[src/rtl/bsg_reduce_serial.sv]
// Serial XOR/AND/OR reduction: folds one chunk_p-bit slice of a latched operand
// per cycle into a 1-bit accumulator, returning the result on a v/yumi handshake.
module bsg_reduce_serial #(
   parameter int width_p = 64,
   parameter int chunk_p = 8
) (
   input  logic               clk_i,
   input  logic               reset_n_i,
   input  logic               v_i,
   input  logic [width_p-1:0] data_i,
   input  logic [1:0]         op_i,
   output logic               ready_o,
   output logic               v_o,
   output logic               data_o,
   input  logic               yumi_i
);

   localparam int els_lp   = (width_p + chunk_p - 1) / chunk_p;
   localparam int cnt_w_lp = (els_lp > 1) ? $clog2(els_lp) : 1;
   localparam int pad_w_lp = els_lp * chunk_p;

   localparam logic [1:0] op_and_lp = 2'b01;
   localparam logic [1:0] op_or_lp  = 2'b10;

   typedef enum logic [1:0] {IDLE, BUSY, DONE} state_e;

   state_e                state_r, state_n;
   logic [pad_w_lp-1:0]   operand_r, operand_n;
   logic [1:0]            op_r, op_n;
   logic                  acc_r, acc_n;
   logic [cnt_w_lp-1:0]   cnt_r, cnt_n;
   logic [pad_w_lp-1:0]   padded_in;
   logic [chunk_p-1:0]    chunk;
   logic                  chunk_red;
   logic                  last_chunk;

   // Pad bits above width_p carry the identity of the requested op, so a
   // partial last chunk reduces exactly like the real bits alone would.
   always_comb begin
      padded_in                = {pad_w_lp{op_i == op_and_lp}};
      padded_in[width_p-1:0]   = data_i;
   end

   always_comb begin
      chunk = '0;
      for (int k = 0; k < els_lp; k++) begin
         if (cnt_r == cnt_w_lp'(k)) chunk = operand_r[k*chunk_p +: chunk_p];
      end
      case (op_r)
         op_and_lp: chunk_red = &chunk;
         op_or_lp:  chunk_red = |chunk;
         default:   chunk_red = ^chunk;
      endcase
   end

   assign last_chunk = (cnt_r == cnt_w_lp'(els_lp - 1));

   always_comb begin
      state_n   = state_r;
      operand_n = operand_r;
      op_n      = op_r;
      acc_n     = acc_r;
      cnt_n     = cnt_r;
      case (state_r)
         IDLE: begin
            if (v_i) begin
               operand_n = padded_in;
               op_n      = op_i;
               acc_n     = (op_i == op_and_lp);
               cnt_n     = '0;
               state_n   = BUSY;
            end
         end
         BUSY: begin
            case (op_r)
               op_and_lp: acc_n = acc_r & chunk_red;
               op_or_lp:  acc_n = acc_r | chunk_red;
               default:   acc_n = acc_r ^ chunk_red;
            endcase
            if (last_chunk) state_n = DONE;
            else            cnt_n   = cnt_r + 1'b1;
         end
         DONE: begin
            if (yumi_i) state_n = IDLE;
         end
         default: state_n = IDLE;
      endcase
   end

   always_ff @(posedge clk_i or negedge reset_n_i) begin
      if (!reset_n_i) begin
         state_r   <= IDLE;
         operand_r <= '0;
         op_r      <= 2'b00;
         acc_r     <= 1'b0;
         cnt_r     <= '0;
      end else begin
         state_r   <= state_n;
         operand_r <= operand_n;
         op_r      <= op_n;
         acc_r     <= acc_n;
         cnt_r     <= cnt_n;
      end
   end

   assign ready_o = (state_r == IDLE);
   assign v_o     = (state_r == DONE);
   assign data_o  = acc_r;

   chunk_range_a: assert property (@(posedge clk_i) (chunk_p >= 1) && (chunk_p <= width_p))
      else $error("bsg_reduce_serial: chunk_p out of range");

   yumi_legal_a: assert property (@(posedge clk_i) disable iff (!reset_n_i) !(yumi_i && !v_o))
      else $error("bsg_reduce_serial: yumi_i asserted without v_o");

   op_reserved_a: assert property (@(posedge clk_i) disable iff (!reset_n_i)
      !(ready_o && v_i && (op_i == 2'b11)))
      else $warning("bsg_reduce_serial: reserved op 11 accepted, executing as XOR");

endmodule

[config.mk]
export PLATFORM = sky130hd
export DESIGN_NAME = bsg_reduce_serial
export DESIGN_NICKNAME = d
export VERILOG_FILES = /design/src/rtl/bsg_reduce_serial.sv
export SDC_FILE = /design/constraint.sdc
export NUM_CORES = 1
export LEC_CHECK = 0
export ABC_AREA = 1
export CAP_MARGIN = 40
export CELL_PAD_IN_SITES_DETAIL_PLACEMENT = 0
export CELL_PAD_IN_SITES_GLOBAL_PLACEMENT = 1
export CORE_UTILIZATION = 34
export DETAILED_ROUTE_END_ITERATION = 7
export PLACE_DENSITY = 0.73
export SLEW_MARGIN = 30
export SYNTH_ARGS = -nofsm -noshare
export SYNTH_HDL_FRONTEND = slang
export SYNTH_SLANG_ARGS = --single-unit
[constraint.sdc]
create_clock -name clk_i -period 2.9 [get_ports clk_i]
set_input_delay 0.435 -clock clk_i [delete_from_list [all_inputs] [get_ports clk_i]]
set_output_delay 0.435 -clock clk_i [all_outputs]
set_load 0.01 [all_outputs]
# Word-level counts from Yosys, hierarchy flattened
# Cells that the tools add are included.
[word_totals] in_bits=70 out_inout_bits=3 word_cells=54 regBits=72
[classes] bitwise=3 addsub=1 eq_ne=16 n_reduce_logical=10 mux=19
[op_table] operator="8-bit two-way mux" n=8
[op_table] operator="3-bit == test (second input constant)" n=4
[op_table] operator="8-bit AND reduction" n=1
[op_table] operator="8-bit OR reduction" n=1
[op_table] operator="8-bit parity" n=1
[op_table] operator="2-bit by 1-bit == test with 1-bit output (second input constant)" n=3
[op_table] operator="3-bit by 2-bit == test with 1-bit output (second input constant)" n=2
[op_table] operator="2-bit two-way mux" n=3
[op_table] operator="3-bit two-way mux" n=2
[op_table] operator="2-bit != test (second input constant)" n=3
[op_table] operator="1-bit one-hot mux with 2 select lines" n=3
[op_table] operator="2-bit one-hot mux with 3 select lines" n=1
[op_table] operator="3-bit one-hot mux with 2 select lines" n=1
[op_table] operator="3-bit AND reduction" n=2
[op_table] operator="2-bit == test (second input constant)" n=2
[op_table] operator="2-bit AND reduction" n=2
[op_table] operator="3-bit by 1-bit adder with 3-bit output (second input constant)" n=1
[op_table] operator="3-bit by 1-bit == test with 1-bit output (second input constant)" n=1
[op_table] operator="3-bit zero test" n=1
[op_table] operator="2-bit zero test" n=1
[op_table] operator="2-bit by 1-bit != test with 1-bit output (second input constant)" n=1
[op_table] operator="2-bit nonzero test" n=1
[op_table] operator="1-bit AND" n=1
[op_table] operator="1-bit two-way mux" n=1
[op_table] operator="2 further kinds" n=2

# Depth between registers and ports, before layout
[logic_depth] depth_word=14 depth_mapped=25 ltp_nobuf=24

# Least setup slack after synthesis
# Ideal clock, no wire load.
[synth_path] kind="reg-to-reg" startpoint="register cnt_r[2]" endpoint="register acc_r (netlist: data_o)" stages_incl_launch_ff=22 required_ns=2.773 setup_ns=0.127 t_arrival_ns=2.751 n_path_buf=2 period_less_slack_ns=2.878 path_slack_ns=0.022 cell_sequence="dfrtp_1 buf_6 inv_8 ha_1 inv_2 buf_2 or2_2 nand3_1 nand2_1 nand2_1 a21oi_1 ha_1 xor2_1 a21boi_0 o21ai_0 nand2_1 inv_1 ha_1 nand2_1 a21oi_1 a211oi_1 a21oi_1"
[synth_via] elab_chain_cells=14 elab_cells_between_ends=25 classes_between="eq/ne: 7; mux: 11; bitwise: 3; reduce/logical: 4"
[synth_rtl] element="from (decl)" line="31" source="logic [cnt_w_lp-1:0] cnt_r, cnt_n;"
[synth_rtl] element="from (signal assigned)" line="102" source="cnt_r <= cnt_n;"
[synth_rtl] element="3-bit zero test" line="47" source="if (cnt_r == cnt_w_lp'(k)) chunk = operand_r[k*chunk_p +: chunk_p];"
[synth_rtl] element="8-bit two-way mux (7 in a row)" line="47"
[synth_rtl] element="8-bit two-way mux *" line="47"
[synth_rtl] element="8-bit parity, or another cell as far along" line="52" source="default: chunk_red = ^chunk;"
[synth_rtl] element="1-bit one-hot mux with 2 select lines *" line="49" source="case (op_r)"
[synth_rtl] element="1-bit bitwise XOR, or another cell as far along" line="78" source="default: acc_n = acc_r ^ chunk_red;"
[synth_rtl] element="1-bit one-hot mux with 2 select lines *" line="75" source="case (op_r)"
[synth_rtl] element="1-bit one-hot mux with 2 select lines *" line="64" source="case (state_r)"
[synth_rtl] element="to (signal assigned)" line="101" source="acc_r <= acc_n;"
[synth_rtl] element="to (decl)" line="30" source="logic acc_r, acc_n;"
# Every way passes the cells marked *; elsewhere a longest branch is shown, timed or not.
# A chain may end at the register's enable or synchronous reset.

# Worst setup path in the final report
[layout_path] startpoint="register cnt_r[1]" endpoint="register acc_r (netlist: data_o)"
# The elaborated chain is that of the path after synthesis.

==> impl_metrics.json <==
{
  "drtIter0Drc": 105,
  "top_layer_used": "met4",
  "wl_met2_um": 4800,
  "finalClockSkew_ns": 0.00718,
  "firstDrtPassIters": 4,
  "syn-num-nets": 640,
  "synth-simple-area-share": 0.354,
  "synthAdderAreaFrac": 0.0568,
  "grt_pass1_wl_um": 16700,
  "wl_met1_um": 4900,
  "synth_top_family_by_area": "simple AND/OR/NAND/NOR gates",
  "drt_wl_total_um": 10200,
  "overflow": 0,
  "fp.dieW_um": 110,
  "core_area_sq_um": 11400,
  "dieArea_sq_um": 12100,
  "synth.top_cell.area_share": 0.454,
  "synth-edff-count": 0,
  "ys_seq_area_frac": 0.454,
  "critical_path_class": "flip-flop to flip-flop",
  "grt_max_degree": 75,
  "n_antenna_cell": 0,
  "synth_ff_type": "dfrtp_1",
  "port_buffers": 72,
  "dp.cells": 765,
  "final_core_util": 0.491,
  "start_kind": "flip-flop",
  "cts_buffers": 9,
  "worstPathArrival_ns": 3.22,
  "antenna_found_initial": 0,
  "p_per_area_nw_per_um2": 1120,
  "cp.required_ns": 3.12,
  "setup_violations": 1,
  "synth_cell_types": 30,
  "hpwl_um": 7270,
  "io_pins": 73,
  "p_leak_nw": 2.90,
  "drv_cap": 0,
  "grt_pass1_vias": 3511,
  "fmax_ghz": 0.333,
  "period_minus_slack_ns": 3.00,
  "synthMuxAreaShare": 0,
  "syn_avg_cell_area_sq_um": 7.19,
  "final_net_count": 735,
  "final_antenna_net_count": 0,
  "synth_top_area_cell": "dfrtp_1",
  "vias": 3555,
  "post-route-period-util": 1.03,
  "timing.slew.headroom": 0.551,
  "syn_area_sq_um": 3970,
  "clk-insertion-delay-late_ns": 0.33,
  "end_kind": "flip-flop",
  "rsz0062_at_grt": "true",
  "ir_worst_vdd_mv": 0.675,
  "cts_buffer_depth": 2,
  "p_total_w": 0.00630,
  "syn2layout_area_growth_pct": 41.2,
  "most-common-layout-cells": "nand2_1, dfrtp_1, clkdlybuf4s50_1, inv_1, nor2_1",
  "htreeDepth": 3,
  "synth.area.top_cells": "dfrtp_1, nand2_1, ha_1, inv_1, nand3_1",
  "multi_input_area_sq_um": 2090,
  "cts-root-buf": "clkbuf_16",
  "cts_tree": "done",
  "final.fill_count": 1163,
  "hold_violations": 0,
  "globalplace.congestion": 0.818,
  "die_h_um": 110,
  "synthXorXnorAreaFrac": 0.00442,
  "initial_core_util": 0.347,
  "fin_cells": 793,
  "synthArstFlopShare": 1.00,
  "maxSlewViolCount": 0,
  "hp-class": "flip-flop to flip-flop",
  "drive_gt1_frac": 0.183,
  "drc_errors": 0,
  "drt-wirelength-per-cell_um": 12.9,
  "wl_met3_um": 350,
  "tightest_slew_ns": 0.674,
  "seqCellArea_sq_um": 1800,
  "placementRows": 39,
  "worstPathMaxFanout": 7,
  "clkTransAtPathRegs_ns": 0.06,
  "synth_compound_area_frac": 0.0457,
  "via_per_inst": 4.48,
  "setup_ws_ns": -0.100,
  "clock-sinks": 72,
  "synth_seq_cells": 72,
  "final_common_cell": "nand2_1",
  "globalRouteTotalUtil": 0.182,
  "netlist_instances": 552,
  "status": "complete, but fails checks",
  "ys.warnings.count": 0,
  "violations": "negative setup slack"
}
[path summary, 6_finish.rpt]
path,startpoint,end,slack (ns),cells after the start
setup / recovery,cnt_r[1],data_o,-0.1,20
hold / removal,operand_r[23],operand_r[23],0.47,2
setup reg to reg,cnt_r[1],data_o,-0.1,20
hold reg to reg,operand_r[23],operand_r[23],0.47,2
max in group asynchronous,reset_n_i,cnt_r[0],1.94,3
min in group asynchronous,reset_n_i,op_r[1],0.49,2
[cells by family (layout without fill, tap and decap cells)]
| logic type | count (synthesis) | after routing |
|---|---|---|
| and+or+nand+nor | 353 | 353 |
| buffers and inverters | 76 | 174 |
| DFF | 72 | 72 |
| AOI/OAI and AO/OA | 31 | 31 |
| adders and majority gates | 18 | 18 |
| xor gates and xnor gates | 2 | 2 |
[routing by layer]
metal  vias to the layer above  GRT usage
met4                         0     0.0581
met1                      1636      0.241
met3                        11     0.0353
met5                         -          0
li1                       1854          -
met2                        54      0.298
[report_power, final]
part / internal, W / leakage (nW) / total [W] / switching [W]
Clock: 0.000640 / 0.135 / 0.00103 / 0.000390
Sequential: 0.00148 / 0.890 / 0.00179 / 0.000305
Combinational: 0.00157 / 1.87 / 0.00348 / 0.00192
[critical path: stages (launching register included)]
cell and delay [ns]:
dfrtp_1 0.41, inv_2 0.13, ha_4 0.16, inv_4 0.04
nor2_4 0.20, nand2_2 0.08, nand3_2 0.08, nand2_1 0.08
nand2_2 0.07, nand2_2 0.05, nand2_1 0.08, nand2_2 0.10
a21oi_4 0.16, ha_4 0.23, xnor2_2 0.17, a21boi_1 0.08
o21ai_1 0.07, nand2_1 0.08, ha_1 0.32, a211oi_2 0.24
a21oi_1 0.06
[registers in the layout, summed over array words and instances (netlist names)]
name       count
cnt_r          3
data_o         1
op_r           2
operand_r     64
state_r        2
[final cells by class]
| type | count | share of cell area |
|---|---|---|
| Inverter | 56 | 0.0402 |
| Timing Repair Buffer | 103 | 0.183 |
| Timing Repair inverter | 1 | 0.00134 |
| Tap cell | 143 | 0.0319 |
| Multi-Input combinational cell | 404 | 0.373 |
| Clock buffer | 14 | 0.0489 |
| Sequential cell | 72 | 0.322 |
[cell usage after synthesis (5+ instances only)]
cell,instances
inv_2,5
nand2_1,283
inv_1,50
nor2_1,28
dfrtp_1,72
buf_2,10
ha_1,18
clkbuf_1,6
a21oi_1,8
o21ai_0,13
nand3_1,27
nand2_2,5
[stage by stage]
step	cell area [sq um]	worst slack, ns	hold slack (ns)	setup TNS, ns
after floorplan	3970	0.0218	0.139	0
after global placement	4930	-0.167	0.455	-0.167
after detailed placement	4930	-0.231	0.454	-0.231
after CTS	5320	-0.107	0.230	-0.107
after global routing	5600	-0.254	0.482	-0.254
final	5600	-0.100	0.469	-0.100
[timing repair]
action,4_1_cts,5_1_grt
cloned,1,0
pin swaps,10,33
buffers inserted,4,7
resized for setup,20,50
hold endpoints to repair,0,4
hold buffers,0,1
endpoints found under the setup margin,1,1
No activity file was read; power rests on OpenSTA's default activity.
